===== config.mk =====
export PLATFORM = sky130hd
export DESIGN_NAME = joy_db15_tx
export DESIGN_NICKNAME = d
export VERILOG_FILES = /design/src/rtl/joy_db15_tx.sv
export SDC_FILE = /design/constraint.sdc
export NUM_CORES = 1
export LEC_CHECK = 0
export CAP_MARGIN = 20
export CORE_ASPECT_RATIO = 1.5
export CORE_UTILIZATION = 31
export CTS_BUF_LIST = sky130_fd_sc_hd__clkbuf_4 sky130_fd_sc_hd__clkbuf_8 sky130_fd_sc_hd__clkbuf_16
export CTS_CLUSTER_DIAMETER = 200
export DETAILED_ROUTE_END_ITERATION = 16
export PLACE_DENSITY_LB_ADDON = 0.05
export RECOVER_POWER = 25
export SLEW_MARGIN = 20
export SYNTH_ARGS = -nofsm -noshare
export SYNTH_HDL_FRONTEND = slang
export SYNTH_SLANG_ARGS = --single-unit

===== constraint.sdc =====
create_clock -name clk -period 2.2 [get_ports clk]
set_clock_uncertainty 0.15 [all_clocks]
set_input_delay 0.66 -clock clk [delete_from_list [all_inputs] [get_ports clk]]
set_output_delay 0.66 -clock clk [all_outputs]
set_load 0.02 [all_outputs]

===== src/rtl/joy_db15_tx.sv =====
// Device end of the DB15 UserIO joystick link: emulates the adapter's 74HC165 chain,
// capturing two player words on JOY_LOAD and shifting them out one bit per JOY_CLK rise.
module joy_db15_tx #(
  parameter int PLAYER_BITS = 12,
  parameter int SYNC_STAGES = 2,
  parameter int CNT_W       = $clog2(2*PLAYER_BITS+1)
) (
  input  logic                   clk,
  input  logic                   Reset_I,
  input  logic [PLAYER_BITS-1:0] joystick1,
  input  logic [PLAYER_BITS-1:0] joystick2,
  input  logic                   JOY_CLK,
  input  logic                   JOY_LOAD,
  output logic                   JOY_DATA,
  output logic                   frame_done,
  output logic [CNT_W-1:0]       bit_cnt,
  output logic                   overrun
);

  localparam int              FRAME     = 2*PLAYER_BITS;
  localparam logic [CNT_W-1:0] FRAME_CNT = CNT_W'(FRAME);

  logic [SYNC_STAGES-1:0] r_clk_sync;
  logic [SYNC_STAGES-1:0] r_load_sync;
  logic                   r_clk_hist;
  logic                   r_load_hist;
  logic [FRAME-1:0]       r_sr;

  logic w_clk_s;
  logic w_load_n_s;
  logic w_clk_rise;
  logic w_load;
  logic w_shift;

  // Async pins reach state only through the synchroniser chains.
  always_ff @(posedge clk or negedge Reset_I) begin
    if (!Reset_I) begin
      // NOTE: chains reset to the idle-high level so releasing reset never looks like an edge.
      r_clk_sync  <= '1;
      r_load_sync <= '1;
      r_clk_hist  <= 1'b1;
      r_load_hist <= 1'b1;
    end else begin
      // NOTE: non-blocking assignments let every flop in the chain sample the previous value.
      r_clk_sync  <= {r_clk_sync[SYNC_STAGES-2:0], JOY_CLK};
      r_load_sync <= {r_load_sync[SYNC_STAGES-2:0], JOY_LOAD};
      r_clk_hist  <= w_clk_s;
      r_load_hist <= w_load_n_s;
    end
  end

  assign w_clk_s    = r_clk_sync[SYNC_STAGES-1];
  assign w_load_n_s = r_load_sync[SYNC_STAGES-1];
  assign w_clk_rise = w_clk_s & ~r_clk_hist;
  assign w_load     = ~w_load_n_s;
  // A clock edge arriving in the same cycle the load releases is swallowed by the load.
  assign w_shift    = w_load_n_s & r_load_hist & w_clk_rise;

  always_ff @(posedge clk or negedge Reset_I) begin
    if (!Reset_I) begin
      r_sr       <= '1;
      bit_cnt    <= '0;
      frame_done <= 1'b0;
      overrun    <= 1'b0;
    end else begin
      frame_done <= 1'b0;
      if (w_load) begin
        r_sr    <= ~{joystick2, joystick1};
        bit_cnt <= '0;
        overrun <= 1'b0;
      end else if (w_shift) begin
        r_sr <= {1'b1, r_sr[FRAME-1:1]};
        if (bit_cnt < FRAME_CNT) begin
          bit_cnt <= bit_cnt + 1'b1;
          if (bit_cnt == FRAME_CNT - 1'b1) frame_done <= 1'b1;
        end else begin
          overrun <= 1'b1;
        end
      end
    end
  end

  assign JOY_DATA = r_sr[0];

endmodule


# After elaboration in Yosys (flattened, before gate mapping)
# Index checks and enable logic that the tools add are counted.
# W data, S select, Z words.
[op_classes]
addsub = 1
magnitude_cmp = 1
n_eq_ne = 4
mux = 12
bitwise = 5
n_reduce_logical = 2
[op_table]
columns = ["cell", "n"]
rows = [
  ["$mux W24", 2],
  ["$not A24 Y24", 1],
  ["$mux W5", 3],
  ["$mux W1", 7],
  ["$add A5 B1 Y5 const B", 1],
  ["$eq A5 B5 Y1 const B", 1],
  ["$lt A5 B5 Y1 const B", 1],
  ["$ne A2 B1 Y1 const B", 2],
  ["$reduce_and A2 Y1", 2],
  ["$and A1 B1 Y1", 3],
  ["$ne A2 B2 Y1 const B", 1],
  ["$not A1 Y1", 1],
]
[word_totals]
register_bits = 37
in_bits = 28
out_inout_bits = 8
wordCells = 33

# Depth between registers and ports, before layout
# Gate-level depths: netlist (run 1).
[depth]
word_depth = 5
ltp_mapped = 6

# Worst setup path before layout (run 1)
# Ideal clock, no wire load.
[synth_path]
path_type = "register to register"
start = "register r_load_sync[1]"
end = "register r_sr[11]"
t_arrival_ns = 1.392
setup_slack_ns = 0.575
stages_incl_launch_ff = 6
n_path_buf = 2
path_cell_list = "dfstp_2 buf_4 nand4b_4 and2_4 buf_6 a221o_1"
[synth_via]
elab_chain_len = 3
word_cells_on_any_way = 4
cone_classes = "eq/ne (1); mux (1); bitwise (2)"
[synth_rtl]
columns = ["element", "line_no", "source"]
rows = [
  ["start: declaration", "24", "logic [SYNC_STAGES-1:0] r_load_sync;"],
  ["start signal: assignment", "46", "r_load_sync <= {r_load_sync[SYNC_STAGES-2:0], JOY_LOAD};"],
  ["$and A1 B1 Y1 (2 in series)", "57", "assign w_shift = w_load_n_s & r_load_hist & w_clk_rise;"],
  ["$ne A2 B1 Y1 (no line)", "-", ""],
  ["end signal: assignment", "68", "r_sr <= ~{joystick2, joystick1};"],
  ["end signal: assignment", "72", "r_sr <= {1'b1, r_sr[FRAME-1:1]};"],
  ["end: declaration", "27", "logic [FRAME-1:0] r_sr;"],
]
# Parallel ways exist; a longest one is shown, timed or not.
# A chain may end at the register's enable or synchronous reset.

# Worst setup path after layout (run 1)
[layout_path]
start = "register bit_cnt[1]"
end = "output port bit_cnt[1]"
[layout_rtl]
columns = ["element", "line_no", "source"]
rows = [
  ["start: declaration", "16", "output logic [CNT_W-1:0] bit_cnt,"],
  ["start signal: assignment", "74", "bit_cnt <= bit_cnt + 1'b1;"],
]
# No word-level cell between the ends.

==> summary.md, run 1 <==
| Metric | Value |
|---|---|
| Status | `complete, no violations` |
| Setup TNS Final | `0 ns` |
| Worst Setup SP | `bit_cnt[1]$_DFFE_PN0P_` |
| Maximum clock insertion buffer count | `2` |
| Routed Antenna Nets | `0` |
| Syn_area_per_cell | `13.5 um2` |
| Critical path buffers and inverters | `1` |
| Vias after detailed routing | `between 1000 and 1500` |
| PD cells | `about 740 nW/um2` |
| Final Cycle Share | `0.959` |
| Yosys reg bits | `37` |
| Synthesis-to-layout area growth | `35.0%` |
| Vias in the first global route | `approximately 1200` |
| CP arrival | `1.30 ns` |
| Slew HR | `0.293` |
| Gr usage total | `0.134` |
| Flop-to-flop setup slack | `0.58 ns` |
| Final Hold Vio Count | `0` |
| CP max FO | `4` |
| HP Start | `r_load_sync[0]$_DFF_PN1_` |
| CP delay by family, top | `buffers and inverters` |
| Die ar. | `5450 um2` |
| Reg-to-Reg Start | `r_clk_sync[1]$_DFF_PN1_` |
| Leak Pwr | `1.03 nW` |
| Worst path slowest cell | `clkdlybuf4s50_1` |
| Vias per cell | `4.74` |
| Crit path setup slack, layout | `0.0898 ns` |
| Clk Latency, worst-skew pair | `0.29 ns` |
| Starting density of the core | `0.327` |
| Die Span Y | `89.9 um` |
| Die Span X | `just over 60 um` |
| PortBufs | `35` |
| Sequential area share after synthesis | `0.603` |
| Min Clock Period, post-route | `2.11 ns` |
| Max-Cap Viols | `0` |
| Root Driver | `clkbuf_8` |
| Layout Nets | `roughly 190` |
| IO Pins | `36` |
| CTS Buf Count | `5` |
| Worst path cell trace | `clkdlybuf4s50_1` |
| Worst-Margin Slew | `1.06 ns` |
| Largest net degree at the start of global routing | `20` |
| RSZ-0062 raised after global routing | `no` |
| Cell Area, Synth | `1600 um2` |
| RePlAce Congestion | `0.726` |
| Primary FF master, synth | `dfstp_2` |
| Row count | `31` |
| Core area | `4890 um2` |
| WL/cell | `13.9 um` |
| # clock sinks | `37` |
| Gr ovfl total | `0` |
| Fillcell total | `505` |
| Syn Nets | `about 150` |
| Async S/R FF share, synth | `1.00` |
| Post-Route WL | `3130 um` |
| Dpl ws | `0.286 ns` |
| YS warnings | `0` |
| CTS tree | `done` |
| Highest Clock Rate | `0.474 GHz` |
| Antenna cells | `0` |
| Kind of critical path | `flip-flop to primary output` |
| DP HPWL | `2310 um` |
| Setup crit end kind | `primary output` |
| Initial antenna violation count | `0` |
| Drt initial violations | `44` |
| Maximum level of the CTS H-tree | `2` |
| Min-delay worst type | `flip-flop to flip-flop` |
| Layout cell share with drive strength beyond 1 | `0.283` |
| WP data required | `roughly 1.4 ns` |
| # hold bufs at CTS | `0` |
| DR pass1 iterations | `2` |
| Postcts setup bufs | `0` |
| Worst VDD drop | `402 uV` |
| Netlist cell types | `22` |
| Slew Limit Fails | `0` |
| Final setup vio count | `0` |
| DRC errors left | `0` |
| Synth Instances | `118` |
| Startpoint Class | `flip-flop` |
| Number of synthesized flops with an enable pin | `0` |
| First-pass GRT wire length | `between 5000 and 6000 um` |
| Clk pin slew, worst setup/hold paths | `0.08 ns` |
| Max incr delay on CP | `0.61 ns` |
## cells in the final DEF, fill, tap and decap left out, drive strengths merged
master / Yosys / layout
a21oi: 1 / 1
a221o: 11 / 11
a41oi: 1 / 1
and2: 1 / 1
and4b: 1 / 1
buf: 6 / 6
bufinv: 0 / 1
clkbuf: 2 / 7
clkdlybuf4s50: 0 / 29
clkinvlp: 0 / 1
dfrtp: 7 / 7
dfstp: 30 / 30
dlygate4sd2: 0 / 1
dlymetal6s2s: 0 / 4
ha: 1 / 1
inv: 1 / 1
mux2i: 28 / 28
nand2: 6 / 6
nand3: 2 / 2
nand4: 2 / 2
nand4b: 1 / 1
nor2: 13 / 13
nor2b: 1 / 1
o21ai: 3 / 3
## cells in the mapped netlist, types with 6 or more instances
| library cell | number | area, um2 |
|---|---|---|
| dfrtp_1 | 7 | 175 |
| nor2_1 | 13 | 48.8 |
| a221o_1 | 11 | 110 |
| mux2i_1 | 28 | 280 |
| dfstp_2 | 30 | 788 |
| nand2_1 | 6 | 22.5 |
## layer usage
layer	wire length [um]	GRT usage
met5	0	0
met4	98	0.0682
met3	189	0.0417
met2	1630	0.223
met1	1210	0.148
## sequential cells by signal, summed over array words and instances, names as in the netlist
signal,flops
bit_cnt,5
r_clk_hist,1
r_clk_sync,2
r_sr,24
r_load_sync,2
overrun,1
r_load_hist,1
frame_done,1
## report_power, final
part | switching [mW] | internal (mW) | leakage [nW]
clock network | 0.245 | 0.369 | 0.0574
logic | 0.0710 | 0.102 | 0.565
registers | 0.0318 | 0.775 | 0.412
total | 0.348 | 1.25 | 1.03
## path summary, 6_finish.rpt
kind,end,cells after the start
min in group asynchronous,r_sr[13]$_DFFE_PN1P_,1
worst max register to register,r_sr[23]$_DFFE_PN1P_,4
worst min register to register,r_load_sync[1]$_DFF_PN1_,0
max in group asynchronous,r_sr[5]$_DFFE_PN1P_,2
worst min-delay path,r_load_sync[1]$_DFF_PN1_,0
worst max-delay path,bit_cnt[1],1
## cells by family (layout without fill, tap and decap cells)
| family | count (synthesis) | count (layout) | share of synthesized area |
|---|---|---|---|
| DFF | 37 | 37 | 0.603 |
| muxes | 28 | 28 | 0.176 |
| AOI/OAI and AO/OA | 16 | 16 | 0.0870 |
| and+or+nand+nor | 27 | 27 | 0.0893 |
| buffers and inverters | 9 | 50 | 0.0368 |
| adders and majority gates | 1 | 1 | 0.00784 |
## repair_timing
action	in CTS	in global routing
pin swaps	0	0
endpoints found under the setup margin	1	4
gates resized for setup	1	4
## through the flow
step                      hold slack (ns)  power, mW   util  area (um2)  instances
after CTS                           0.209       1.62  0.439        2150        225
after detailed placement            0.197      0.999  0.415        2030        217
final                               0.207       1.59  0.441        2150        225
after global placement              0.197      0.996  0.415        2030        217
after floorplan                     0.195      0.904      -        1600        118
after global routing                0.212       1.67  0.441        2150        225
## area by class of cell
type | instances | area [um2] | area share
timing repair buffer | 41 | 410 | 0.190
multi-input combinational | 72 | 574 | 0.267
inverter | 1 | 3.75 | 0.00174
sequential | 37 | 963 | 0.447
clock buffer | 6 | 82.6 | 0.0383
tap | 66 | 82.6 | 0.0383
clock inverter | 2 | 37.5 | 0.0174
No activity file was read; power rests on OpenSTA's default activity.
==> run 2, diff against run 1 <==
CORE_MARGIN = 2   (was default)
CTS_BUF_LIST = default   (was sky130_fd_sc_hd__clkbuf_4 sky130_fd_sc_hd__clkbuf_8 sky130_fd_sc_hd__clkbuf_16)
MAX_ROUTING_LAYER = met4   (was default)
==> summary.md, run 2 (synthesized netlist as in run 1, its figures left out) <==
| Metric | Value |
|---|---|
| Min Clock Period, post-route | `2.11 ns (about the same)` |
| Min-delay worst type | `flip-flop to flip-flop (unchanged)` |
| Vias in the first global route | `1159 (was 1166)` |
| WP data required | `1.39 ns (about the same)` |
| Critical path buffers and inverters | `1 (unchanged)` |
| Maximum level of the CTS H-tree | `2 (unchanged)` |
| Row count | `32 (was 31)` |
| Layout cell share with drive strength beyond 1 | `0.278 (was 0.283)` |
| Kind of critical path | `flip-flop to primary output (unchanged)` |
| Clock Power Share | `0.315 (was 0.385)` |
| CP arrival | `1.30 ns (about the same)` |
| IO Pins | `36 (unchanged)` |
| WL/cell | `14.3 um (was 13.9 um)` |
| Switching power | `0.335 mW (was 0.348 mW)` |
| Starting density of the core | `0.316 (was 0.327)` |
| Gr ovfl total | `0 (unchanged)` |
| Worst-Margin Slew | `0.930 ns (was 1.06 ns)` |
| Die ar. | `5750 um2 (was 5450 um2)` |
| RePlAce Congestion | `0.679 (was 0.726)` |
| P_int | `1.09 mW (was 1.25 mW)` |
| PortBufs | `35 (unchanged)` |
| Final setup vio count | `0 (unchanged)` |
| CP delay by family, top | `buffers and inverters (unchanged)` |
| Largest net degree at the start of global routing | `38 (was 20)` |
| Worst Setup SP | `bit_cnt[1]$_DFFE_PN0P_ (unchanged)` |
| Root Driver | `clkbuf_8 (unchanged)` |
| Vias per cell | `4.72 (was 4.74)` |
| Max-Cap Viols | `0 (unchanged)` |
| # hold bufs at CTS | `0 (unchanged)` |
| Setup crit end kind | `primary output (unchanged)` |
| Leak Pwr | `1.01 nW (was 1.03 nW)` |
| Setup TNS Final | `0 ns (unchanged)` |
| Status | `complete, no violations (unchanged)` |
| Worst path cell trace | `clkdlybuf4s50_1 (unchanged)` |
| Worst VDD drop | `291 uV (was 402 uV)` |
| PD cells | `681 nW/um2 (was 740 nW/um2)` |
| Hold Slack | `0.207 ns (about the same)` |
| Final Cycle Share | `0.961 (was 0.959)` |
| Clk pin slew, worst setup/hold paths | `0.07 ns (was 0.08 ns)` |
| DRC errors left | `0 (unchanged)` |
| Maximum clock insertion buffer count | `2 (unchanged)` |
| CP max FO | `4 (unchanged)` |
| DR pass1 iterations | `4 (was 2)` |
| DP HPWL | `2200 um (was 2310 um)` |
| Final Util | `0.416 (was 0.441)` |
| Vias after detailed routing | `1067 (unchanged)` |
| Gr usage total | `0.130 (was 0.134)` |
| Die Span Y | `91.9 um (was 89.9 um)` |
| Synthesis-to-layout area growth | `31.4% (was 35.0%)` |
| HP Start | `r_load_sync[0]$_DFF_PN1_ (unchanged)` |
| Post-Route WL | `3230 um (was 3130 um)` |
| Slew Limit Fails | `0 (unchanged)` |
| Switching share of power | `0.234 (was 0.218)` |
| Layout Nets | `186 (was 187)` |
| Clk Latency, worst-skew pair | `0.28 ns (was 0.29 ns)` |
| Highest Clock Rate | `0.473 GHz (was 0.474 GHz)` |
| Fillcell total | `525 (was 505)` |
| Die Span X | `62.6 um (was 60.6 um)` |
| RSZ-0062 raised after global routing | `no (unchanged)` |
| Final Hold Vio Count | `0 (unchanged)` |
| Initial antenna violation count | `0 (unchanged)` |
| Most frequent cells in the layout | `clkdlybuf4s50_1 (29), dfstp_2 (29), mux2i_1 (28) (unchanged)` |
| Combinational share of power | `0.119 (was 0.109)` |
| # clock sinks | `37 (unchanged)` |
| Routed Antenna Nets | `0 (unchanged)` |
| Core area | `5040 um2 (was 4890 um2)` |
| Worst path slowest cell | `clkdlybuf4s50_1 (unchanged)` |
| Largest register by flop count | `r_sr (unchanged)` |
| Startpoint Class | `flip-flop (unchanged)` |
| Slew HR | `0.380 (was 0.293)` |
| Antenna cells | `0 (unchanged)` |
| CTS Buf Count | `5 (unchanged)` |
| Reg-to-Reg Start | `r_clk_sync[1]$_DFF_PN1_ (unchanged)` |
| Flop pwr share | `0.566 (was 0.506)` |
| Max incr delay on CP | `0.62 ns (was 0.61 ns)` |
| CTS tree | `done (unchanged)` |
| Drt initial violations | `60 (was 44)` |
| Biggest regs | `r_sr (24), bit_cnt (5) (unchanged)` |
| Max reg flops | `24 (unchanged)` |
| First-pass GRT wire length | `5580 um (was 5350 um)` |
-- run 2: power by group through the flow --
stage,Sequential [mW],Combinational [mW],Clock (mW)
CTS,0.809,0.176,0.475
global route,0.818,0.189,0.506
detailed placement,0.820,0.176,0
floorplan,0.813,0.0914,0
finish,0.808,0.170,0.450
global placement,0.819,0.174,0
-- run 2: area by class of cell --
class	count	area, um2	share of cell area
clock inverter	2	10.0	0.00477
tap	68	85.1	0.0405
multi-input combinational	72	574	0.274
clock buffer	6	72.6	0.0346
inverter	1	3.75	0.00179
timing repair buffer	40	389	0.185
sequential	37	963	0.459
-- run 2: repair_timing --
| action | CTS | global route |
|---|---|---|
| setup buffers | 0 | 0 |
| resized for setup | 1 | 4 |
| endpoints found under the setup margin | 1 | 4 |
| hold endpoints to repair | 0 | 0 |
-- run 2: through the flow --
stage	cells	total power, mW	setup slack (ns)	area, um2
floorplan	118	0.904	0.575	1600
global placement	218	0.993	0.294	2010
detailed placement	218	0.996	0.285	2010
CTS	226	1.46	0.0310	2090
global route	226	1.51	0.0291	2100
finish	226	1.43	0.0856	2100
-- run 2: metal layers --
metal  GRT usage  up-vias  wire [um]
met5           -        -          0
met2       0.206       33       1600
li1            -      507          -
met3      0.0429        5        195
met1       0.150      522       1370
met4      0.0556        0         61
-- run 2: worst paths after layout --
| check | end | slack, ns | depth (start not counted) |
|---|---|---|---|
| worst max-delay path | bit_cnt[1] | 0.09 | 1 |
| worst min-delay path | r_load_sync[1]$_DFF_PN1_ | 0.21 | 0 |
| worst max register to register | bit_cnt[3]$_DFFE_PN0P_ | 0.42 | 3 |
| worst min register to register | r_load_sync[1]$_DFF_PN1_ | 0.21 | 0 |
| max in group asynchronous | overrun$_DFFE_PN0P_ | 0.88 | 2 |
| min in group asynchronous | bit_cnt[4]$_DFFE_PN0P_ | 0.45 | 2 |
